===== config.mk =====
export PLATFORM = sky130hd
export DESIGN_NAME = instr_mem_ctrl
export DESIGN_NICKNAME = d
export VERILOG_FILES = /design/src/rtl/instr_mem_ctrl.sv
export SDC_FILE = /design/constraint.sdc
export NUM_CORES = 2
export LEC_CHECK = 0
export ABC_CLOCK_PERIOD_IN_PS = 8130
export CAP_MARGIN = 25
export CORE_MARGIN = 10
export CORE_UTILIZATION = 40
export CTS_BUF_LIST = sky130_fd_sc_hd__clkbuf_4
export DETAILED_ROUTE_END_ITERATION = 8
export GPL_ROUTABILITY_DRIVEN = 0
export SLEW_MARGIN = 20
export SYNTH_ARGS = -nofsm -noshare
export SYNTH_HDL_FRONTEND = slang
export SYNTH_SLANG_ARGS = --single-unit

===== constraint.sdc =====
create_clock -name clk -period 8.13 [get_ports clk]
set_clock_uncertainty 0.05 [all_clocks]
set_input_delay 1.626 -clock clk [delete_from_list [all_inputs] [get_ports clk]]
set_output_delay 1.626 -clock clk [all_outputs]
set_load 0.02 [all_outputs]

===== src/rtl/instr_mem_ctrl.sv =====
// Fetch-stage instruction RAM: zero-sweeps after reset, then serves word fetches with 1-cycle registered latency.
// fetch_ready only in RUN, load_ready only in LOAD; optional per-word parity under `IMEM_PARITY_EN.
module instr_mem_ctrl #(
  parameter int DATA_WIDTH = 32,
  parameter int ADDR_WIDTH = 32,
  parameter int DEPTH      = 64
) (
  input  logic                   clk,
  input  logic                   reset,
  input  logic                   load_start,
  input  logic                   load_valid,
  output logic                   load_ready,
  input  logic [DATA_WIDTH-1:0]  load_data,
  input  logic                   load_last,
  output logic [$clog2(DEPTH):0] load_count,
`ifdef IMEM_PARITY_EN
  input  logic                   inject_parity_err,
`endif
  input  logic                   fetch_valid,
  input  logic [ADDR_WIDTH-1:0]  fetch_addr,
  output logic                   fetch_ready,
  output logic                   instr_valid,
  output logic [DATA_WIDTH-1:0]  instr_out,
  output logic                   instr_fault,
  output logic                   busy
);
  localparam int IDXW = $clog2(DEPTH);
  localparam logic [IDXW-1:0] LAST_IDX = IDXW'(DEPTH - 1);

  typedef enum logic [1:0] {CLEAR, RUN, LOAD} state_t;

  state_t                state;
  state_t                state_nxt;
  logic [IDXW-1:0]       ptr;
  logic [IDXW-1:0]       ptr_nxt;
  logic [IDXW:0]         count_nxt;
  logic                  wr_en;
  logic [DATA_WIDTH-1:0] wr_data;
  logic [DATA_WIDTH-1:0] mem [DEPTH];
`ifdef IMEM_PARITY_EN
  logic                  wr_par;
  logic                  par_mem [DEPTH];
`endif
  logic                  fetch_acc;
  logic                  addr_fault;
  logic [IDXW-1:0]       fetch_idx;

  assign fetch_ready = (state == RUN);
  assign load_ready  = (state == LOAD);
  assign fetch_acc   = fetch_valid && fetch_ready;
  assign fetch_idx   = fetch_addr[IDXW+1:2];
  // Any address bit above the array span is a fault rather than an alias.
  assign addr_fault  = (fetch_addr[1:0] != 2'b00) || ((fetch_addr >> (IDXW + 2)) != '0);

  always_comb begin
    state_nxt = state;
    ptr_nxt   = ptr;
    count_nxt = load_count;
    wr_en     = 1'b0;
    wr_data   = '0;
`ifdef IMEM_PARITY_EN
    wr_par    = 1'b0;
`endif
    case (state)
      CLEAR: begin
        wr_en   = 1'b1;
        ptr_nxt = ptr + IDXW'(1);
        if (ptr == LAST_IDX) state_nxt = RUN;
      end
      RUN: begin
        if (load_start) begin
          state_nxt = LOAD;
          ptr_nxt   = '0;
          count_nxt = '0;
        end
      end
      LOAD: begin
        if (load_valid) begin
          wr_en     = 1'b1;
          wr_data   = load_data;
`ifdef IMEM_PARITY_EN
          wr_par    = (^load_data) ^ inject_parity_err;
`endif
          ptr_nxt   = ptr + IDXW'(1);
          count_nxt = load_count + (IDXW+1)'(1);
          if (load_last || (ptr == LAST_IDX)) state_nxt = RUN;
        end
      end
      default: state_nxt = CLEAR;
    endcase
  end

  always_ff @(posedge clk or negedge reset) begin
    if (!reset) begin
      state      <= CLEAR;
      ptr        <= '0;
      load_count <= '0;
      busy       <= 1'b1;
    end else begin
      state      <= state_nxt;
      ptr        <= ptr_nxt;
      load_count <= count_nxt;
      busy       <= (state_nxt != RUN);
    end
  end

  // Array has no reset: the CLEAR sweep is what initialises it.
  always_ff @(posedge clk) begin
    if (wr_en) begin
      mem[ptr]     <= wr_data;
`ifdef IMEM_PARITY_EN
      par_mem[ptr] <= wr_par;
`endif
    end
  end

  always_ff @(posedge clk or negedge reset) begin
    if (!reset) begin
      instr_valid <= 1'b0;
      instr_out   <= '0;
      instr_fault <= 1'b0;
    end else begin
      instr_valid <= fetch_acc;
      if (fetch_acc) begin
        if (addr_fault) begin
          instr_out   <= '0;
          instr_fault <= 1'b1;
        end else begin
          instr_out   <= mem[fetch_idx];
`ifdef IMEM_PARITY_EN
          instr_fault <= ((^mem[fetch_idx]) != par_mem[fetch_idx]);
`else
          instr_fault <= 1'b0;
`endif
        end
      end
    end
  end

endmodule


==> Word level (Yosys, flattened, before mapping) <==
Memory sizes are Yosys's and may differ from the RTL's.
Index checks and enable logic that the tools add are counted.
{ "classes": {"mux": 19, "div_mod_pow": 0, "shifts": 0, "n_eq_ne": 6, "n_mul": 0, "addsub": 2, "n_reduce_logical": 10, "bitwise": 0, "magnitude_cmp": 0} }
{ "ops": {"columns": ["cell", "count"], "rows": [
  ["two-way mux 32 bit", 3],
  ["nonzero test 32 bit", 1],
  ["one-hot mux 6 bit (3 select lines)", 1],
  ["two-way mux 7 bit", 2],
  ["one-hot mux 7 bit (2 select lines)", 1],
  ["two-way mux 6 bit", 2],
  ["two-way mux 2 bit", 4],
  ["adder 7 x 1 -> 7 bit, second input constant", 1],
  ["adder 6 x 1 -> 6 bit, second input constant", 1],
  ["== test 6 bit, second input constant", 1],
  ["one-hot mux 2 bit (3 select lines)", 1],
  ["AND reduction 3 bit", 2],
  ["two-way mux 1 bit", 4],
  ["!= test 2 bit, second input constant", 2],
  ["nonzero test 2 bit", 2],
  ["nonzero test 3 bit", 1],
  ["== test 2 x 1 -> 1 bit, second input constant", 1],
  ["== test 2 bit, second input constant", 1],
  ["logical NOT 2 bit", 1],
  ["logical OR 1 bit", 2],
  ["!= test 2 x 1 -> 1 bit, second input constant", 1],
  ["one-hot mux 1 bit (2 select lines)", 1],
  ["logical AND 1 bit", 1]
]} }
{ "word_totals": {"ramBits": 2048, "mem_count": 1, "input_bits": 70, "latchBits": 0, "romBits": 0, "regBits": 50} }
{ "mem_list": {"columns": ["name", "words", "width", "read_ports", "rd_ports_with_merged_regs", "wr", "line_no", "source"], "rows": [
  ["mem", 64, 32, 1, 0, 1, "39", "logic [DATA_WIDTH-1:0] mem [DEPTH];"]
]} }

==> Depth between registers and ports, before layout <==
{ "logic_depth": {"word_depth": 6, "ltp_mapped": 12} }

==> Worst setup path after synthesis <==
No wires, ideal clock.
{ "synth_timing": {"kind": "input -> register", "start": "input port load_valid", "end": "memory mem[22][0] (enable)", "setup_slack_ps": 4039, "required_ps": 7659, "arrival_ps": 3620, "setup_time_ps": 421, "cell_stages": 4, "path_cell_list": "nor2b_1 > nor3b_1 > nand2_1 > nor2_1"} }
{ "synth_between": {"elab_chain_len": 4} }
{ "synth_rtl": {"columns": ["element", "line_no", "source"], "rows": [
  ["from (decl)", "11", "input logic load_valid,"],
  ["two-way mux 1 bit", "78", "if (load_valid) begin"],
  ["one-hot mux 1 bit (2 select lines)", "64", "case (state)"],
  ["two-way mux 1 bit", "109", "if (wr_en) begin"],
  ["two-way mux 1 bit (implied by the code)", "110", "mem[ptr] <= wr_data;"],
  ["to (decl)", "39", null]
]} }
No other way between the ends.

==> Final worst setup path <==
{ "layout_timing": {"start": "register state[0]", "end": "output port load_ready"} }
{ "layout_between": {"elab_chain_len": 1} }
{ "layout_rtl": {"columns": ["element", "line_no", "source"], "rows": [
  ["from (decl)", "32", "state_t state;"],
  ["from (signal assigned)", "100", "state <= state_nxt;"],
  ["== test 2 bit", "49", "assign load_ready = (state == LOAD);"],
  ["to (decl)", "12", "output logic load_ready,"]
]} }
No other way between the ends.

==> impl_metrics.toml <==
[run_status]
outcome = "finished clean"

[worst_setup_path]
reg2reg_from = "state[1]"
path_class = "reg2out"
critical_path.max_fanout = 8
cp_data_arrival_time_ns = 2.75
worstSetupStartpointType = "flip-flop"
worst_ep_required_time_ns = 6.45
cp-end-kind = "output pin"
critPathLaunch = "state[0]"
rr_worst_depth = 5

[worst_hold_path]
hold_path_class = "reg2reg"
min_path_cells = 2
holdCritStartpoint = "instr_out[18]"

[global_route]
grt_pass1_vias = 42100
grt_pass1_wl_um = 314000
grt_max_degree = 125
overflow = 0
grt_antenna_before_repair = 10
track_usage_pct = 20.1

[route]
drc = 0
routedWlPerCell_um = 31.0
drt-met1-wl_um = 90000
ant_nets = 0
wirelength_um = 222000
drt-pass1-iter-count = 7
routed.top_layer = "met5"
vias = 40800
routed-wl-met2_um = 106000
met3_length_um = 21000
first_iter_violations = 4863
drt-vias-per-instance = 5.71

[final_layout]
nets = 4197
syn_to_final_growth_pct = 14.9
fillers = 16800
final_layout_size_suffix_gt1_share_pct = 36.2

[yosys]
ys_top_cells_by_area = "edfxtp_1 (76%), mux4_2 (15%), dfrtp_1 (1.5%), mux2i_1 (1.2%), a22oi_1 (0.61%)"
yosysWarnings = 0
synth_top_family_by_area = "multiplexers"
syn_inst = 3520
synth_simple_gate_area_share_pct = 2.08
ys_seq_area_share_pct = 78.0
synth_seq_cells = 2098
synth_enable_flop_cells = 2048
synth_fp_nets = 3592
yosys.area.top_type = "edfxtp_1"
syn_avg_cell_area_um2 = 22.9
async_flop_share_pct = 2.38
yosys.area.top_type_share_pct = 76.4
synth_compound_area_share_pct = 2.09
yosys.area_share.adder_pct = 0.0311
ys_top_cells_by_count = "edfxtp_1 (2048), mux4_2 (531), nand2_1 (100)"
syn_area_um2 = 80500
muxShareOfSynthArea_pct = 16.3
synth_cell_types = 61
yosys.cell_count.top_type = "edfxtp_1"
synth_flop_cell = "edfxtp_1"
synth_xor_area_share_pct = 0.0653

[power]
vdd_drop_max_mv = 0.167
power.density_nw_per_um2 = 263
p_leak_nw = 30.0

[die]
core_area_um2 = 200000
start_util_pct = 40.3
io_pins = 114
fp.dieW_um = 469
row_count = 164
die_y_um = 469
dieArea_um2 = 220000

[clock_network]
ctsResizeCount = 0
numClockSinks = 2098
h-tree-depth = 6
numCtsBuffers = 548
clk_pin_slew_worst_paths_ns = 0.06
cts_root_buf = "clkbuf_4"
clock_latency_ns = 1.33
clockBufferDepth = 4
cts_tree = "done"

[placement]
portBuffers = 113
hpwl_um = 123000

[timing]
maxSlewViolCount = 0
grt_setup_unrepaired = "false"
hold_viol = 0
setup_violations = 0
relSlewSlack_pct = 23.8
whs_ns = 0.481
fmax_mhz = 226
min_period_ns = 4.43
worst_slew_pin_slew_ns = 1.11
fin_crit_sh_pct = 54.5
fin_tns_setup_ns = 0

[run]
maxCapViolCount = 0
==> stage by stage <==
step / power [mW] / setup WS [ns] / utilization (%) / std cells / cell area (µm²)
after floorplan: 14.4 / 4.04 / - / 3520 / 80500
after detailed placement: 15.6 / 2.66 / 42.9 / 6229 / 85700
after global placement: 15.6 / 2.60 / 42.8 / 6218 / 85500
after global routing: 25.3 / 3.56 / 46.3 / 7149 / 92500
after CTS: 24.5 / 3.59 / 46.2 / 7139 / 92400
final: 24.3 / 3.70 / 46.3 / 7149 / 92500
==> layout by cell type (no fill, tap or decap), types with 9 or more instances in the layout <==
cell type / n
buf_4: 113
edfxtp_1: 2048
inv_1: 9
mux4_2: 531
nand2_1: 100
a22oi_1: 65
and2_4: 14
nand3_1: 37
nor2b_1: 22
a211oi_1: 18
o21ai_0: 9
diode_2: 9
nor4_1: 10
clkbuf_4: 803
a32oi_1: 13
o2111ai_1: 14
inv_2: 11
clkdlybuf4s50_1: 107
dfrtp_1: 49
bufinv_16: 10
nor2_1: 28
and2_2: 19
buf_12: 20
mux2i_1: 98
nor2_4: 65
clkinv_1: 78
a22o_1: 11
a21oi_1: 22
==> per-layer routing <==
layer,vias to the layer above,global-route usage [%]
li1,16500,-
met1,21900,27.5
met2,2108,31.7
met3,307,5.51
met4,4,5.48
met5,-,0
==> sequential cells by signal (all words and copies together) (netlist names) <==
signal,count
busy,1
instr_valid,1
instr_out,32
instr_fault,1
ptr,6
state,2
mem,2048
load_count,7
==> final timing paths <==
| check | to | slack, ns |
|---|---|---|
| worst min-delay path | instr_out[18] | 0.48 |
| worst max-delay path | load_ready | 3.70 |
| max in group asynchronous | instr_out[0] | 6.07 |
| worst max register to register | mem[12][15] | 4.29 |
| min in group asynchronous | instr_out[1] | 0.64 |
| worst min register to register | instr_out[18] | 0.48 |
==> what timing repair did <==
item                      in CTS  in global routing
hold buffers                   1                  0
setup buffers                  0                  0
hold endpoints to repair       6                  0
==> cells by family (layout without fill, tap and decap cells) <==
family          after synthesis  count (layout)
flops                      2098            2098
simple gates                350             350
compound gates              221             221
xor+xnor                      6               6
buf+inv                     205            1169
other cells                   0               9
fa+ha+maj                     2               2
mux                         638             638
==> worst max-delay path: stages (launching register included) <==
cell,delay (ns)
dfrtp_1,0.52
nor2b_1,0.30
clkdlybuf4s50_1,0.66
==> layout make-up <==
cell class,instances,area [µm²],share of cell area (%)
Timing Repair Buffer,249,2430,2.63
Clock buffer,803,6030,6.52
Sequential cell,2098,62800,67.9
Antenna cell,9,22.5,0.0244
Multi-Input combinational cell,1217,17200,18.6
Inverter,11,41.3,0.0447
Tap cell,2656,3320,3.59
Clock inverter,106,681,0.736
==> power by group <==
group	switching (mW)	internal (mW)
sequential	0.164	12.7
clock	4.15	4.81
combinational	1.76	0.717
Note: power is estimated with default switching activity, not from simulation.
